## src/rtl/alu_mdu.sv

```systemverilog
// Execute-stage ALU with registered outputs and iterative multiply/divide.
// Single-cycle ops complete in one cycle; mul/div take WIDTH steps behind a valid/ready handshake.
module alu_mdu #(
    parameter int WIDTH = 32
) (
    input  logic             clock,
    input  logic             reset_n,
    input  logic [WIDTH-1:0] src_A,
    input  logic [WIDTH-1:0] src_B,
    input  logic [3:0]       ALU_control,
    input  logic             valid_in,
    output logic             ready_out,
    output logic [WIDTH-1:0] ALU_result,
    output logic             zero,
    output logic             valid_out
);

    localparam int SHAMT_W = $clog2(WIDTH);
    localparam int CNT_W   = SHAMT_W + 1;

    localparam logic [3:0] OP_ADD   = 4'b0000;
    localparam logic [3:0] OP_SUB   = 4'b0001;
    localparam logic [3:0] OP_AND   = 4'b0010;
    localparam logic [3:0] OP_OR    = 4'b0011;
    localparam logic [3:0] OP_XOR   = 4'b0100;
    localparam logic [3:0] OP_SLT   = 4'b0101;
    localparam logic [3:0] OP_SLTU  = 4'b0110;
    localparam logic [3:0] OP_SLL   = 4'b0111;
    localparam logic [3:0] OP_SRL   = 4'b1000;
    localparam logic [3:0] OP_SRA   = 4'b1001;
    localparam logic [3:0] OP_MUL   = 4'b1010;
    localparam logic [3:0] OP_MULHU = 4'b1011;
    localparam logic [3:0] OP_DIVU  = 4'b1100;
    localparam logic [3:0] OP_REMU  = 4'b1101;

    typedef enum logic [1:0] {IDLE, MUL, DIV} state_t;

    state_t               state_q, state_d;
    logic [CNT_W-1:0]     cnt_q, cnt_d;
    logic [2*WIDTH-1:0]   acc_q, acc_d;
    logic [WIDTH-1:0]     op_q, op_d;
    logic                 hi_q, hi_d;
    logic [WIDTH-1:0]     result_q, result_d;
    logic                 zero_q, zero_d;
    logic                 valid_q, valid_d;

    logic [SHAMT_W-1:0]   shamt;
    logic [WIDTH-1:0]     alu_res;
    logic [WIDTH-1:0]     mul_addend;
    logic [WIDTH:0]       mul_sum;
    logic [2*WIDTH-1:0]   mul_next;
    logic [WIDTH:0]       div_trial;
    logic                 div_ge;
    logic [WIDTH-1:0]     div_rem;
    logic [2*WIDTH-1:0]   div_next;

    // Single-cycle results straight from the live inputs.
    always_comb begin
        alu_res = '0;
        shamt   = src_B[SHAMT_W-1:0];
        case (ALU_control)
            OP_ADD:  alu_res = src_A + src_B;
            OP_SUB:  alu_res = src_A - src_B;
            OP_AND:  alu_res = src_A & src_B;
            OP_OR:   alu_res = src_A | src_B;
            OP_XOR:  alu_res = src_A ^ src_B;
            OP_SLT:  alu_res = {{(WIDTH-1){1'b0}}, ($signed(src_A) < $signed(src_B))};
            OP_SLTU: alu_res = {{(WIDTH-1){1'b0}}, (src_A < src_B)};
            OP_SLL:  alu_res = src_A << shamt;
            OP_SRL:  alu_res = src_A >> shamt;
            OP_SRA:  alu_res = $signed(src_A) >>> shamt;
            default: alu_res = '0;
        endcase
    end

    // One iteration step of each unit. MUL keeps the multiplier in acc low half and shifts right;
    // DIV keeps {remainder, dividend/quotient} in acc and shifts left. Divide by zero falls out naturally.
    always_comb begin
        mul_addend = acc_q[0] ? op_q : '0;
        mul_sum    = {1'b0, acc_q[2*WIDTH-1:WIDTH]} + {1'b0, mul_addend};
        mul_next   = {mul_sum, acc_q[WIDTH-1:1]};

        div_trial  = acc_q[2*WIDTH-1:WIDTH-1];
        div_ge     = (div_trial >= {1'b0, op_q});
        div_rem    = div_ge ? (div_trial[WIDTH-1:0] - op_q) : div_trial[WIDTH-1:0];
        div_next   = {div_rem, acc_q[WIDTH-2:0], div_ge};
    end

    always_ff @(posedge clock or negedge reset_n) begin
        if (!reset_n) begin
            state_q  <= IDLE;
            cnt_q    <= '0;
            acc_q    <= '0;
            op_q     <= '0;
            hi_q     <= 1'b0;
            result_q <= '0;
            zero_q   <= 1'b1;
            valid_q  <= 1'b0;
        end else begin
            state_q  <= state_d;
            cnt_q    <= cnt_d;
            acc_q    <= acc_d;
            op_q     <= op_d;
            hi_q     <= hi_d;
            result_q <= result_d;
            zero_q   <= zero_d;
            valid_q  <= valid_d;
        end
    end

    always_comb begin
        state_d  = state_q;
        cnt_d    = cnt_q;
        acc_d    = acc_q;
        op_d     = op_q;
        hi_d     = hi_q;
        result_d = result_q;
        valid_d  = 1'b0;
        case (state_q)
            IDLE: begin
                if (valid_in) begin
                    case (ALU_control)
                        OP_MUL, OP_MULHU: begin
                            state_d = MUL;
                            cnt_d   = CNT_W'(WIDTH);
                            acc_d   = {{WIDTH{1'b0}}, src_B};
                            op_d    = src_A;
                            hi_d    = (ALU_control == OP_MULHU);
                        end
                        OP_DIVU, OP_REMU: begin
                            state_d = DIV;
                            cnt_d   = CNT_W'(WIDTH);
                            acc_d   = {{WIDTH{1'b0}}, src_A};
                            op_d    = src_B;
                            hi_d    = (ALU_control == OP_REMU);
                        end
                        default: begin
                            result_d = alu_res;
                            valid_d  = 1'b1;
                        end
                    endcase
                end
            end
            MUL: begin
                cnt_d = cnt_q - CNT_W'(1);
                acc_d = mul_next;
                if (cnt_q == CNT_W'(1)) begin
                    state_d  = IDLE;
                    result_d = hi_q ? mul_next[2*WIDTH-1:WIDTH] : mul_next[WIDTH-1:0];
                    valid_d  = 1'b1;
                end
            end
            DIV: begin
                cnt_d = cnt_q - CNT_W'(1);
                acc_d = div_next;
                if (cnt_q == CNT_W'(1)) begin
                    state_d  = IDLE;
                    result_d = hi_q ? div_next[2*WIDTH-1:WIDTH] : div_next[WIDTH-1:0];
                    valid_d  = 1'b1;
                end
            end
            default: state_d = IDLE;
        endcase
        zero_d = (result_d == '0);
    end

    always_comb begin
        ready_out  = (state_q == IDLE);
        ALU_result = result_q;
        zero       = zero_q;
        valid_out  = valid_q;
    end

endmodule

```

## config.mk

```make
export PLATFORM = sky130hd
export DESIGN_NAME = alu_mdu
export DESIGN_NICKNAME = d
export VERILOG_FILES = /design/src/rtl/alu_mdu.sv
export SDC_FILE = /design/constraint.sdc
export NUM_CORES = 1
export LEC_CHECK = 0
export BUFFER_PORTS_ARGS = -buffer_cell sky130_fd_sc_hd__clkbuf_2
export CAP_MARGIN = 25
export CORE_ASPECT_RATIO = 2
export CORE_MARGIN = 2
export CORE_UTILIZATION = 45
export DETAILED_ROUTE_END_ITERATION = 16
export PLACE_DENSITY = 0.69
export SETUP_SLACK_MARGIN = 0.3
export SLEW_MARGIN = 5
export SYNTH_ARGS = -nofsm -noshare
export SYNTH_HDL_FRONTEND = slang
export SYNTH_SLANG_ARGS = --single-unit
export TNS_END_PERCENT = 50
```

## constraint.sdc

```tcl
create_clock -name clock -period 6.35 [get_ports clock]
set_clock_uncertainty 0.05 [all_clocks]
set_input_delay 0.3175 -clock clock [delete_from_list [all_inputs] [get_ports clock]]
set_output_delay 0.3175 -clock clock [all_outputs]
set_load 0.02 [all_outputs]
```

# Word-level counts from Yosys, hierarchy flattened
# Cells that the tools add are included.
[totals]
register_bits = 139
in_bits = 71
elab_cells = 82
[op_classes]
addsub = 5
n_lt_le_gt_ge = 3
eq_ne = 20
n_shift = 3
mux = 26
bitwise = 3
reduce_logical = 14
[op_table]
columns = ["cell", "n"]
rows = [
  ["$pmux W32 S10", 1],
  ["$mux W32", 8],
  ["$pmux W64 S3", 1],
  ["$pmux W64 S2", 1],
  ["$pmux W32 S3", 1],
  ["$lt A32 B32 Y1", 2],
  ["$mux W64", 1],
  ["$pmux W32 S2", 1],
  ["$sub A32 B32 Y32", 2],
  ["$add A32 B32 Y33", 1],
  ["$ge A33 B32 Y1", 1],
  ["$add A32 B32 Y32", 1],
  ["$and A32 B32 Y32", 1],
  ["$logic_not A32 Y1", 1],
  ["$or A32 B32 Y32", 1],
  ["$shl A32 B5 Y32", 1],
  ["$shr A32 B5 Y32", 1],
  ["$sshr A32 B5 Y32", 1],
  ["$xor A32 B32 Y32", 1],
  ["$eq A4 B4 Y1 const B", 6],
  ["$eq A4 B3 Y1 const B", 4],
  ["$mux W6", 2],
  ["$pmux W6 S2", 1],
  ["$reduce_and A3 Y1", 4],
  ["19 further kinds", 29],
]

# Logic depth before layout (Yosys ltp)
[depth]
depth_word = 6
ltp_mapped = 20
ltp_nobuf = 16

# Worst setup path before layout
# No wires, ideal clock.
[synth_timing]
kind = "input port to flip-flop"
startpoint = "in src_B[3]"
endpoint = "reg zero_q, in the netlist zero"
setup_ns = 0.090
arrival_ns = 4.957
required_time_ns = 6.210
slack_ns = 1.253
cell_stages = 18
path_buffers = 4
cell_sequence = "clkbuf_1 > inv_1 > clkbuf_1 > clkbuf_1 > clkbuf_1 > ha_1 > inv_1 > nor4_1 > o21ai_0 > o21ai_0 > o221a_2 > or2_2 > a21oi_1 > a211o_1 > or4b_1 > or4_1 > or4b_1 > nor4_2"
[synth_via]
elab_chain_len = 6
[synth_rtl]
columns = ["item", "line", "rtl"]
rows = [
  ["start, declared", "9", "input logic [WIDTH-1:0] src_B,"],
  ["$sub A32 B32 Y32, or another cell as far along", "63", "OP_SUB: alu_res = src_A - src_B;"],
  ["$pmux W32 S10 (*)", "61", "case (ALU_control)"],
  ["$mux W32 (*)", "122", "case (ALU_control)"],
  ["$mux W32 (*)", "121", "if (valid_in) begin"],
  ["$pmux W32 S3 (*)", "119", "case (state_q)"],
  ["net result_d[11]", "43", "logic [WIDTH-1:0] result_q, result_d;"],
  ["$logic_not A32 Y1 (*)", "164", "zero_d = (result_d == '0);"],
  ["net zero_d", "44", "logic zero_q, zero_d;"],
  ["end signal, assigned", "106", "zero_q <= zero_d;"],
  ["end, declared", "44", ""],
]
# Mark *: on every way through the listed nets, which the timed path passes. The rest lies on a longest branch.
# A chain may end at the register's enable or synchronous reset.

# Worst setup path after layout
[layout_timing]
startpoint = "reg op_q[9]"
endpoint = "reg zero_q, in the netlist zero"
[layout_via]
elab_chain_len = 6
[layout_rtl]
columns = ["item", "line", "rtl"]
rows = [
  ["start, declared", "41", "logic [WIDTH-1:0] op_q, op_d;"],
  ["start signal, assigned", "103", "op_q <= op_d;"],
  ["$sub A32 B32 Y32, or another cell as far along", "85", "div_rem = div_ge ? (div_trial[WIDTH-1:0] - op_q) : div_trial[WIDTH-1:0];"],
  ["$mux W32 / $add A32 B32 Y33 (equally long branches)", "85, 80", ""],
  ["$mux W32 (on tied branches)", "158, 149", ""],
  ["$mux W32 (on tied branches)", "156, 147", ""],
  ["$pmux W32 S3 (*)", "119", ""],
  ["net result_d[19]", "43", ""],
  ["$logic_not A32 Y1 (*)", "164", ""],
  ["net zero_d", "44", ""],
]
# Marked as above.

==> metrics.md <==
| Metric | Value |
|---|---|
| Filler cells | 4980 |
| CP Max Fanout | 25 |
| Nets | 3307 |
| Die span in y | 316 um |
| Synth unique cells | 100 |
| Layout cells sized above 1 | 11.5% |
| Post-CTS setup buffers | 0 |
| Drt wl/cell | 35.5 um |
| Number of synthesized flops with an enable pin | 0 |
| Peak supply drop | 0.000225 V |
| Area share of the largest cell type after synthesis | 15.8% |
| R2R Setup Slk | 0.26 ns |
| Hold EP | valid_out |
| Final worst path period need | 6.09 ns |
| Worst Setup End Kind | flip-flop |
| H-tree depth | 4 |
| Gr ovfl total | 0 |
| Fmax | 0.164 GHz |
| Reg-to-Reg Start | op_q[9] |
| CTS Root Cell | clkbuf_16 |
| RR Endpoint | zero |
| Setup_tns | 0 ns |
| Post-Route WL | 132000 um |
| Final Non-Filler Cells | 3707 |
| DRT iter0 DRCs | 3278 |
| Worst EP arrival | 6.45 ns |
| Hpwl dp | 104000 um |
| DR vias/cell | 7.40 |
| DIE WIDTH | 160 um |
| Share of flip-flops with an asynchronous set or reset | 100% |
| Pins Over Slew Limit | 0 |
| RSZ-0062 raised after global routing | false |
| Clock tree sinks | 139 |
| Final setup vio count | 0 |
| # IOs | 106 |
| Ant diodes | 0 |
| MaxCap Viol Count | 0 |
| Seq cells post-synth | 139 |
| PD cells | 302 mW/mm^2 |
| Final core utilization | 49.5% |
| Total number of vias | 27416 |
| Die area | 0.0505 sq mm |
| Area Overhead vs Synth | 9.12% |
| Yosys warnings | 0 |
| Hold Path Stages | 3 |
| Synth Cell Area | 0.0219 sq mm |
| CTS tree | done |
| Post-CTS sizing | 0 |
| Worst Reg-to-Reg Cells | 15 |
| Status | completed |
| Top cells by count, synth | nand2_1, o21ai_0, a21oi_1, nor2_1, ha_1 |
| Remaining routing DRC violations | 0 |
| Largest net degree at the start of global routing | 97 |
| Global-route wire length before repair | 189000 um |
| Starting Density | 45.3% |
| Post-synthesis sequential area ratio | 15.9% |
| Initial antenna violation count | 2 |
| Fin crit share | 96.0% |
| Slew @ Worst Pin | 1.33 ns |
| DR pass1 iterations | 9 |
| Area leader, netlist | dfrtp_1 |
| Setup CP Type | flip-flop to flip-flop |
| Fin. Hold Viols | 0 |
| Crit. Startpoint | op_q[9] |
| Core Region | 0.0482 sq mm |
| Clock Path Buffers | 3 |
| Required time worst endpoint | 6.71 ns |
| Count leader, synth | nand2_1 |
| Worst hold path type | input port to flip-flop |
| Clock transition at path regs | 0.07 ns |
| GRT Total Usage | 51.3% |
| DP Cell Count | 3667 |
| FP Rows | 114 |
| CTS buffer count | 25 |
| Worst-skew pair later-pin latency | 0.51 ns |
| Largest cells by area after synthesis | dfrtp_1, ha_1, o21ai_0 |
| Routed Antenna Nets | 0 |
| WHS | 0.199 ns |
| Post-Syn Instances | 3048 |
| Placement Setup Slack | 0.680 ns |
| Slew HR | 9.97% |
| Worst Setup Start Kind | flip-flop |
| Worst setup margin | 0.257 ns |
| Leakage power | 0.0103 uW |
| Syn avg cell area | 7.17 sq um |
| IO buf count | 105 |
| Placer Congestion | 1.09 |
| Synthesized net count | 3292 |
| Vias in the first global route | 27367 |
| Hold path start | valid_in |
| Synth Flop Type | dfrtp_1 |
[layout by cell type, fill, tap and decap left out, types with 12 or more instances in the layout]
master	count
a221o_1	12
mux4_2	25
mux2i_1	87
a221oi_1	25
clkbuf_16	25
clkbuf_2	102
o221ai_1	22
nand2b_1	20
xnor2_1	53
o21bai_1	14
o21a_1	15
mux2_2	35
a21oi_1	253
o21ai_0	301
o211ai_1	63
or3_1	13
xor2_1	21
a21o_1	41
nand2_1	369
a211oi_1	55
nand3_1	59
ha_1	166
a31oi_1	48
o22ai_1	24
inv_1	159
buf_4	102
a211o_1	13
nand4_1	30
a22o_1	17
a22oi_1	67
nor3_1	45
dfrtp_1	137
nor4_1	20
and3_1	20
and2_1	54
o31ai_1	29
nor2_1	242
nor2b_1	27
[per-layer routing]
layer	global-route usage [%]	share of wire [%]
met3	12.5	9.1
met5	0.0947	0.0091
met1	46.9	29
met4	62.9	16
met2	85.5	46
[critical path: stages (launching register included)]
cell and delay, ns:
dfrtp_1 0.44, inv_1 0.07, ha_1 0.38, and3_1 0.35, nor3b_2 0.26, o21ai_2 0.19, a2111o_1 0.63, a21o_1 0.45
nand2_1 0.19, buf_4 0.39, mux2i_1 0.37, o211ai_1 0.24, nor4_1 0.98, nand4bb_1 0.15, or4_1 0.56, nor4_2 0.29
[sequential cells by signal, indices dropped and copies added, names as in the netlist]
name / count
cnt_q: 6
state_q: 2
valid_out: 1
acc_q: 64
op_q: 32
zero: 1
hi_q: 1
ALU_result: 32
[worst max-delay path by stage]
stage,endpoint,slack [ns]
finish,zero,0.26
global route,zero,0.37
floorplan,zero,1.25
detailed placement,zero,0.68
CTS,zero,0.65
global placement,zero,0.68
[layout make-up]
type / instances / area [sq um] / area share (%)
clock inverters: 2 / 15.0 / 0.0629
repair buffers: 215 / 1400 / 5.85
well taps: 638 / 798 / 3.35
inverters: 164 / 616 / 2.58
clock buffers: 31 / 678 / 2.84
flip-flops and latches: 139 / 3480 / 14.6
multi-input cells: 2518 / 16900 / 70.7
[through the flow]
stage,total power (uW),area [sq um]
global route,7430,23900
detailed placement,5680,23100
finish,7200,23900
global placement,5610,23100
CTS,6880,23800
floorplan,4080,21900
[report_power, final]
| group | total, uW | switching [uW] | leakage [uW] | internal (uW) |
|---|---|---|---|---|
| Clock | 1190 | 450 | 0.000333 | 739 |
| Sequential | 1690 | 496 | 0.00179 | 1190 |
| Combinational | 4320 | 2970 | 0.00818 | 1360 |
[what timing repair did]
item,4_1_cts,5_1_grt
endpoints found under the setup margin,0,0
hold buffers,1,0
hold endpoints to repair,78,0
[cell families (layout without fill, tap and decap cells)]
| group | after synthesis | after routing | share of synthesized area (%) |
|---|---|---|---|
| AO/OA/AOI/OAI | 1164 | 1164 | 35.2 |
| AND/OR/NAND/NOR | 960 | 960 | 20.4 |
| buffers and inverters | 391 | 412 | 7.13 |
| adder cells (fa/ha/maj) | 173 | 173 | 10.0 |
| multiplexers | 147 | 147 | 8.36 |
| flip-flops | 139 | 139 | 15.9 |
| XOR/XNOR | 74 | 74 | 2.96 |
Note: power is estimated with default switching activity, not from simulation.
